<file path="src/rtl/gate_pkg.sv">
// Shared types and helpers for the timed gate controller.
package gate_pkg;

  // Controller states; encoding is visible on state_o for status/debug.
  typedef enum logic [2:0] {
    ST_STOPPED = 3'd0,
    ST_OPENING = 3'd1,
    ST_OPEN    = 3'd2,
    ST_CLOSING = 3'd3,
    ST_CLOSED  = 3'd4,
    ST_FAULT   = 3'd5
  } gate_state_t;

  // Counter width able to hold the larger of the two cycle limits.
  function automatic int unsigned timer_width(input int unsigned auto_close,
                                              input int unsigned move_timeout);
    int unsigned m;
    m = (auto_close > move_timeout) ? auto_close : move_timeout;
    return $clog2(m + 1);
  endfunction

endpackage : gate_pkg

</file>
<file path="src/rtl/gate_timer.sv">
// Saturating up-counter with synchronous clear and count enable.
module gate_timer #(
  parameter int unsigned WIDTH = 4
) (
  input  logic             clk_i,
  input  logic             rst_ni,
  input  logic             clr_i,
  input  logic             en_i,
  output logic [WIDTH-1:0] cnt_o
);

  localparam logic [WIDTH-1:0] CntMax = '1;

  logic [WIDTH-1:0] cnt_q;

  // Clear wins over enable; the count holds at all-ones instead of wrapping.
  always_ff @(posedge clk_i or negedge rst_ni) begin
    if (!rst_ni) begin
      cnt_q <= '0;
    end else if (clr_i) begin
      cnt_q <= '0;
    end else if (en_i && (cnt_q != CntMax)) begin
      cnt_q <= cnt_q + WIDTH'(1);
    end
  end

  assign cnt_o = cnt_q;

endmodule : gate_timer

</file>
<file path="src/rtl/gate_ctrl_timed.sv">
// Gate motor controller: push-button open/close/reverse with obstacle
// reversal, auto-close from OPEN and a travel-timeout fault.
module gate_ctrl_timed
  import gate_pkg::*;
#(
  parameter int unsigned AUTO_CLOSE_CYC   = 8,
  parameter int unsigned MOVE_TIMEOUT_CYC = 32
) (
  input  logic       clk_i,
  input  logic       rst_ni,
  input  logic       btn_i,
  input  logic       fca_i,
  input  logic       fcc_i,
  input  logic       obst_i,
  output logic       abrir_o,
  output logic       fechar_o,
  output logic       fault_o,
  output logic [2:0] state_o
);

  localparam int unsigned TmrW = timer_width(AUTO_CLOSE_CYC, MOVE_TIMEOUT_CYC);
  localparam bit          AcEn = (AUTO_CLOSE_CYC != 0);

  // The timer reads N-1 at the N-th edge spent in a state, so the limits
  // compare against the count minus one.
  localparam int unsigned MvLastI = (MOVE_TIMEOUT_CYC == 0) ? 0 : MOVE_TIMEOUT_CYC - 1;
  localparam int unsigned AcLastI = (AUTO_CLOSE_CYC == 0) ? 0 : AUTO_CLOSE_CYC - 1;
  localparam logic [TmrW-1:0] MvLast = TmrW'(MvLastI);
  localparam logic [TmrW-1:0] AcLast = TmrW'(AcLastI);

  gate_state_t     state_q, state_d;
  logic            btn_q;
  logic            press;
  logic            both_lim;
  logic            tmr_clr, tmr_en;
  logic [TmrW-1:0] tmr_cnt;
  logic            mv_done, ac_done;
  logic            abrir_q, fechar_q, fault_q;

  assign press    = btn_i & ~btn_q;
  assign both_lim = fca_i & fcc_i;
  assign mv_done  = (tmr_cnt >= MvLast);
  assign ac_done  = AcEn && (tmr_cnt >= AcLast);

  // Button edge detector register.
  always_ff @(posedge clk_i or negedge rst_ni) begin
    if (!rst_ni) begin
      btn_q <= 1'b0;
    end else begin
      btn_q <= btn_i;
    end
  end

  // Next-state logic and timer control.
  always_comb begin
    state_d = state_q;
    tmr_clr = 1'b1;
    tmr_en  = 1'b0;

    if ((state_q != ST_FAULT) && both_lim) begin
      state_d = ST_FAULT;
    end else begin
      unique case (state_q)
        ST_STOPPED: begin
          if (fca_i)       state_d = ST_OPEN;
          else if (fcc_i)  state_d = ST_CLOSED;
          else if (press)  state_d = ST_OPENING;
        end
        ST_OPENING: begin
          if (fca_i)        state_d = ST_OPEN;
          else if (press)   state_d = ST_CLOSING;
          else if (mv_done) state_d = ST_FAULT;
        end
        ST_CLOSING: begin
          if (fcc_i)        state_d = ST_CLOSED;
          else if (obst_i)  state_d = ST_OPENING;
          else if (press)   state_d = ST_OPENING;
          else if (mv_done) state_d = ST_FAULT;
        end
        ST_OPEN: begin
          if (!obst_i && (press || ac_done)) state_d = ST_CLOSING;
        end
        ST_CLOSED: begin
          if (press) state_d = ST_OPENING;
        end
        ST_FAULT: begin
          if (press && !both_lim) state_d = ST_STOPPED;
        end
        default: state_d = ST_FAULT;
      endcase
    end

    // Count only while staying in a timed state; a blocked beam holds OPEN at 0.
    if (state_d == state_q) begin
      unique case (state_q)
        ST_OPENING, ST_CLOSING: begin
          tmr_clr = 1'b0;
          tmr_en  = 1'b1;
        end
        ST_OPEN: begin
          if (!obst_i) begin
            tmr_clr = 1'b0;
            tmr_en  = 1'b1;
          end
        end
        default: begin
          tmr_clr = 1'b1;
          tmr_en  = 1'b0;
        end
      endcase
    end
  end

  // State register with outputs registered from the next state.
  always_ff @(posedge clk_i or negedge rst_ni) begin
    if (!rst_ni) begin
      state_q  <= ST_STOPPED;
      abrir_q  <= 1'b0;
      fechar_q <= 1'b0;
      fault_q  <= 1'b0;
    end else begin
      state_q  <= state_d;
      abrir_q  <= (state_d == ST_OPENING);
      fechar_q <= (state_d == ST_CLOSING);
      fault_q  <= (state_d == ST_FAULT);
    end
  end

  gate_timer #(
    .WIDTH (TmrW)
  ) u_timer (
    .clk_i  (clk_i),
    .rst_ni (rst_ni),
    .clr_i  (tmr_clr),
    .en_i   (tmr_en),
    .cnt_o  (tmr_cnt)
  );

  assign abrir_o  = abrir_q;
  assign fechar_o = fechar_q;
  assign fault_o  = fault_q;
  assign state_o  = 3'(state_q);

endmodule : gate_ctrl_timed

</file>
<file path="config.mk">
export PLATFORM = sky130hd
export DESIGN_NAME = gate_ctrl_timed
export DESIGN_NICKNAME = d
export VERILOG_FILES = /design/src/rtl/gate_pkg.sv /design/src/rtl/gate_timer.sv /design/src/rtl/gate_ctrl_timed.sv
export SDC_FILE = /design/constraint.sdc
export NUM_CORES = 1
export LEC_CHECK = 0
export ABC_AREA = 1
export CAP_MARGIN = 20
export CORE_MARGIN = 1
export CORE_UTILIZATION = 45
export CTS_CLUSTER_SIZE = 28
export DETAILED_ROUTE_END_ITERATION = 8
export PLACE_DENSITY_LB_ADDON = 0.12
export RECOVER_POWER = 100
export SLEW_MARGIN = 5
export SYNTH_ARGS = -nofsm -noshare
export SYNTH_HDL_FRONTEND = slang
export SYNTH_SLANG_ARGS = --single-unit
</file>
<file path="constraint.sdc">
create_clock -name clk_i -period 1.9 [get_ports clk_i]
set_clock_uncertainty 0.05 [all_clocks]
set_input_delay 0.285 -clock clk_i [delete_from_list [all_inputs] [get_ports clk_i]]
set_output_delay 0.285 -clock clk_i [all_outputs]
set_load 0.05 [all_outputs]
</file>
==> flow_metrics.tcl <==
set metrics [dict create \
    cts_hold_buf 0 \
    wirelength_um 1790 \
    dp_hpwl_um 1290 \
    cts_buffers 3 \
    synthXorXnorAreaFrac 0.0327 \
    fp.dieH_um 44.3 \
    io_pins 12 \
    fmax_mhz 553 \
    synth_top_family_by_area "simple AND/OR/NAND/NOR gates" \
    slew_viol_final 0 \
    clk_pin_slew_worst_paths_ns 0.08 \
    ir_worst_vdd_mv 1.03 \
    grt_usage 0.205 \
    htreeDepth 1 \
    hold-worst-slack_ns 0.390 \
    final_common_cell "nand2_1" \
    required_ns 2.06 \
    synthCells 109 \
    yosysWarnings 0 \
    fillers 140 \
    p_leak_nw 0.493 \
    n_antenna_cell 0 \
    syn_area_per_cell_um2 7.37 \
    cts.sinks 13 \
    die_x_um 44.3 \
    cp_slowest_cell "dfrtp_1" \
    met1_length_um 875 \
    power_density_nw_per_um2 1420 \
    outcome "finished, final reports clean" \
    setup_violations 0 \
    relSlewSlack 0.617 \
    fin_crit_sh 0.951 \
    syn_nets 116 \
    wl_met2_um 790 \
    netlist_area_um2 803 \
    arrival_ns 1.96 \
    root_buffer "clkbuf_4" \
    final_nets 137 \
    rows 14 \
    drive_gt1_frac 0.279 \
    grt_max_degree 14 \
    crit_path_frequent_cell "nand2_1" \
    first_iter_violations 24 \
    worst_setup_path_end_kind "flip-flop" \
    worstMarginPinSlew_ns 0.573 \
    finalHoldViolCount 0 \
    path_class "flip-flop to flip-flop" \
    ant_nets 0 \
    clk-insertion-delay-late_ns 0.27 \
    io_buffers 11 \
    syn2layout_area_growth_pct 27.6 \
    antenna_found_initial 0 \
    first_pass_iters 6 \
    grt-ovfl-total 0 \
    cts_tree "built" \
    min_path_type "input pin to asynchronous set/reset pin" \
    synth_compound_area_frac 0.0763 \
    grt_pass1_vias 681 \
    place_congestion 0.845 \
    cpPeakStageDelay_ns 0.43 \
    grt_pass1_wl_um 2880 \
    start_util 0.504 \
    synthMuxAreaShare 0 \
    num_vias 773 \
    cts_buffer_depth 2 \
    maxCapViolCount 0 \
    dieArea_um2 1960 \
    top_layer "met4" \
    drc_errors 0 \
    yosys.area_share.simple 0.391 \
    synthAdderAreaFrac 0.0156 \
    synth_seq_cells 13 \
    layout_common_cells "23 x nand2_1, 17 x nor2_1, 11 x inv_1, 10 x nand3_1, 10 x dfrtp_1" \
    met3_length_um 99 \
    via_per_inst 5.05 \
    yosysUniqueCellTypes 23 \
    total_power_mw 1.46 \
    fp.coreArea_um2 1590 \
    setup.worst_path.start_class "flip-flop" \
    wl_per_cell_um 11.7 \
    crit_path_cell_trace "ha_4, nand2_1, nor2_1, nor2_1, nand3_1, nand3_2, nand2_1, nand2_1, nand2_1, nor2_2, nand3_2, nor2_1" \
    fin_crit_ns 1.81 \
    seq_area_frac_synth 0.405 \
    path_max_fanout 6 \
]
==> per-layer routing <==
metal | track usage | vias to the layer above
met2 | 0.297 | 27
met4 | 0.0727 | 0
li1 | - | 387
met1 | 0.290 | 355
met5 | 0 | -
met3 | 0.0653 | 4
==> cells by family after synthesis <==
family                   after synthesis
XOR/XNOR                               3
buffers and inverters                 15
adder cells (fa/ha/maj)                1
AO/OA/AOI/OAI                         10
AND/OR/NAND/NOR                       67
flip-flops                            13
==> synthesized netlist by cell type <==
master	n	area, um2
nand3_2	3	30.0
nor2_2	4	25.0
inv_1	11	41.3
a31oi_1	1	6.26
o21ai_1	2	10.0
nor3_2	1	10.0
a21oi_1	3	15.0
a31o_2	1	8.76
dfrtp_1	13	325
xnor2_1	2	17.5
buf_6	1	11.3
nor3_1	3	15.0
a21boi_1	1	7.51
o21ai_0	1	5.00
o21ai_2	1	8.76
ha_1	1	12.5
nand3_1	11	55.1
nor2_1	18	67.6
nand2_1	23	86.3
inv_2	3	11.3
nand4_1	1	6.26
xor2_1	1	8.76
nand2_2	3	18.8
==> flip-flops by register name, summed over array words and instances, names as in the netlist <==
register	cells
abrir_o	1
fechar_o	1
state_o	3
fault_o	1
btn_q	1
u_timer.cnt_o	6
==> critical path: cells and delay by family, from the launching register on <==
family	cells	cell delay, ns
adders and majority gates	1	0.18
DFF	1	0.43
and+or+nand+nor	11	1.08
==> where the power goes <==
part           total [mW]  internal, mW  switching, mW  leakage (nW)
sequential          0.429         0.345         0.0843         0.167
clock               0.166        0.0780         0.0877        0.0177
combinational       0.861         0.295          0.567         0.308
total                1.46         0.718          0.739         0.493
==> metrics by stage <==
stage | util | worst slack (ns) | cells | cell area, um2 | TNS, ns
6_report | 0.643 | 0.0926 | 153 | 1020 | 0
3_3_place_gp | 0.594 | -0.0711 | 146 | 947 | -0.385
2_1_floorplan | - | 0.0630 | 109 | 803 | 0
3_5_place_dp | 0.594 | -0.0729 | 146 | 947 | -0.390
5_1_grt | 0.643 | -0.0140 | 153 | 1020 | -0.0168
4_1_cts | 0.611 | 0.0454 | 150 | 975 | 0
==> final timing paths <==
path	cells after the start	slack, ns	from	endpoint
worst max-delay path	12	0.09	u_timer.cnt_o[0]	u_timer.cnt_o[2]
worst min-delay path	1	0.39	rst_ni	u_timer.cnt_o[4]
worst max register to register	12	0.09	u_timer.cnt_o[0]	u_timer.cnt_o[2]
worst min register to register	2	0.56	u_timer.cnt_o[5]	u_timer.cnt_o[5]
max in group asynchronous	1	1.00	rst_ni	state_o[2]
min in group clk_i	1	0.45	btn_i	btn_q
==> layout make-up <==
class	instances	area [um2]	share of cell area
Sequential cell	13	329	0.321
Timing Repair Buffer	17	148	0.144
Clock buffer	3	22.5	0.0220
Inverter	14	52.6	0.0513
Tap cell	24	30.0	0.0293
Multi-Input combinational cell	81	438	0.427
Clock inverter	1	5.00	0.00488
==> repair_timing <==
| action | in CTS | in global routing |
|---|---|---|
| endpoints found under the setup margin | 0 | 8 |
| resized for setup | 0 | 8 |
| setup buffers | 0 | 3 |
Note: power is estimated with default switching activity, not from simulation.
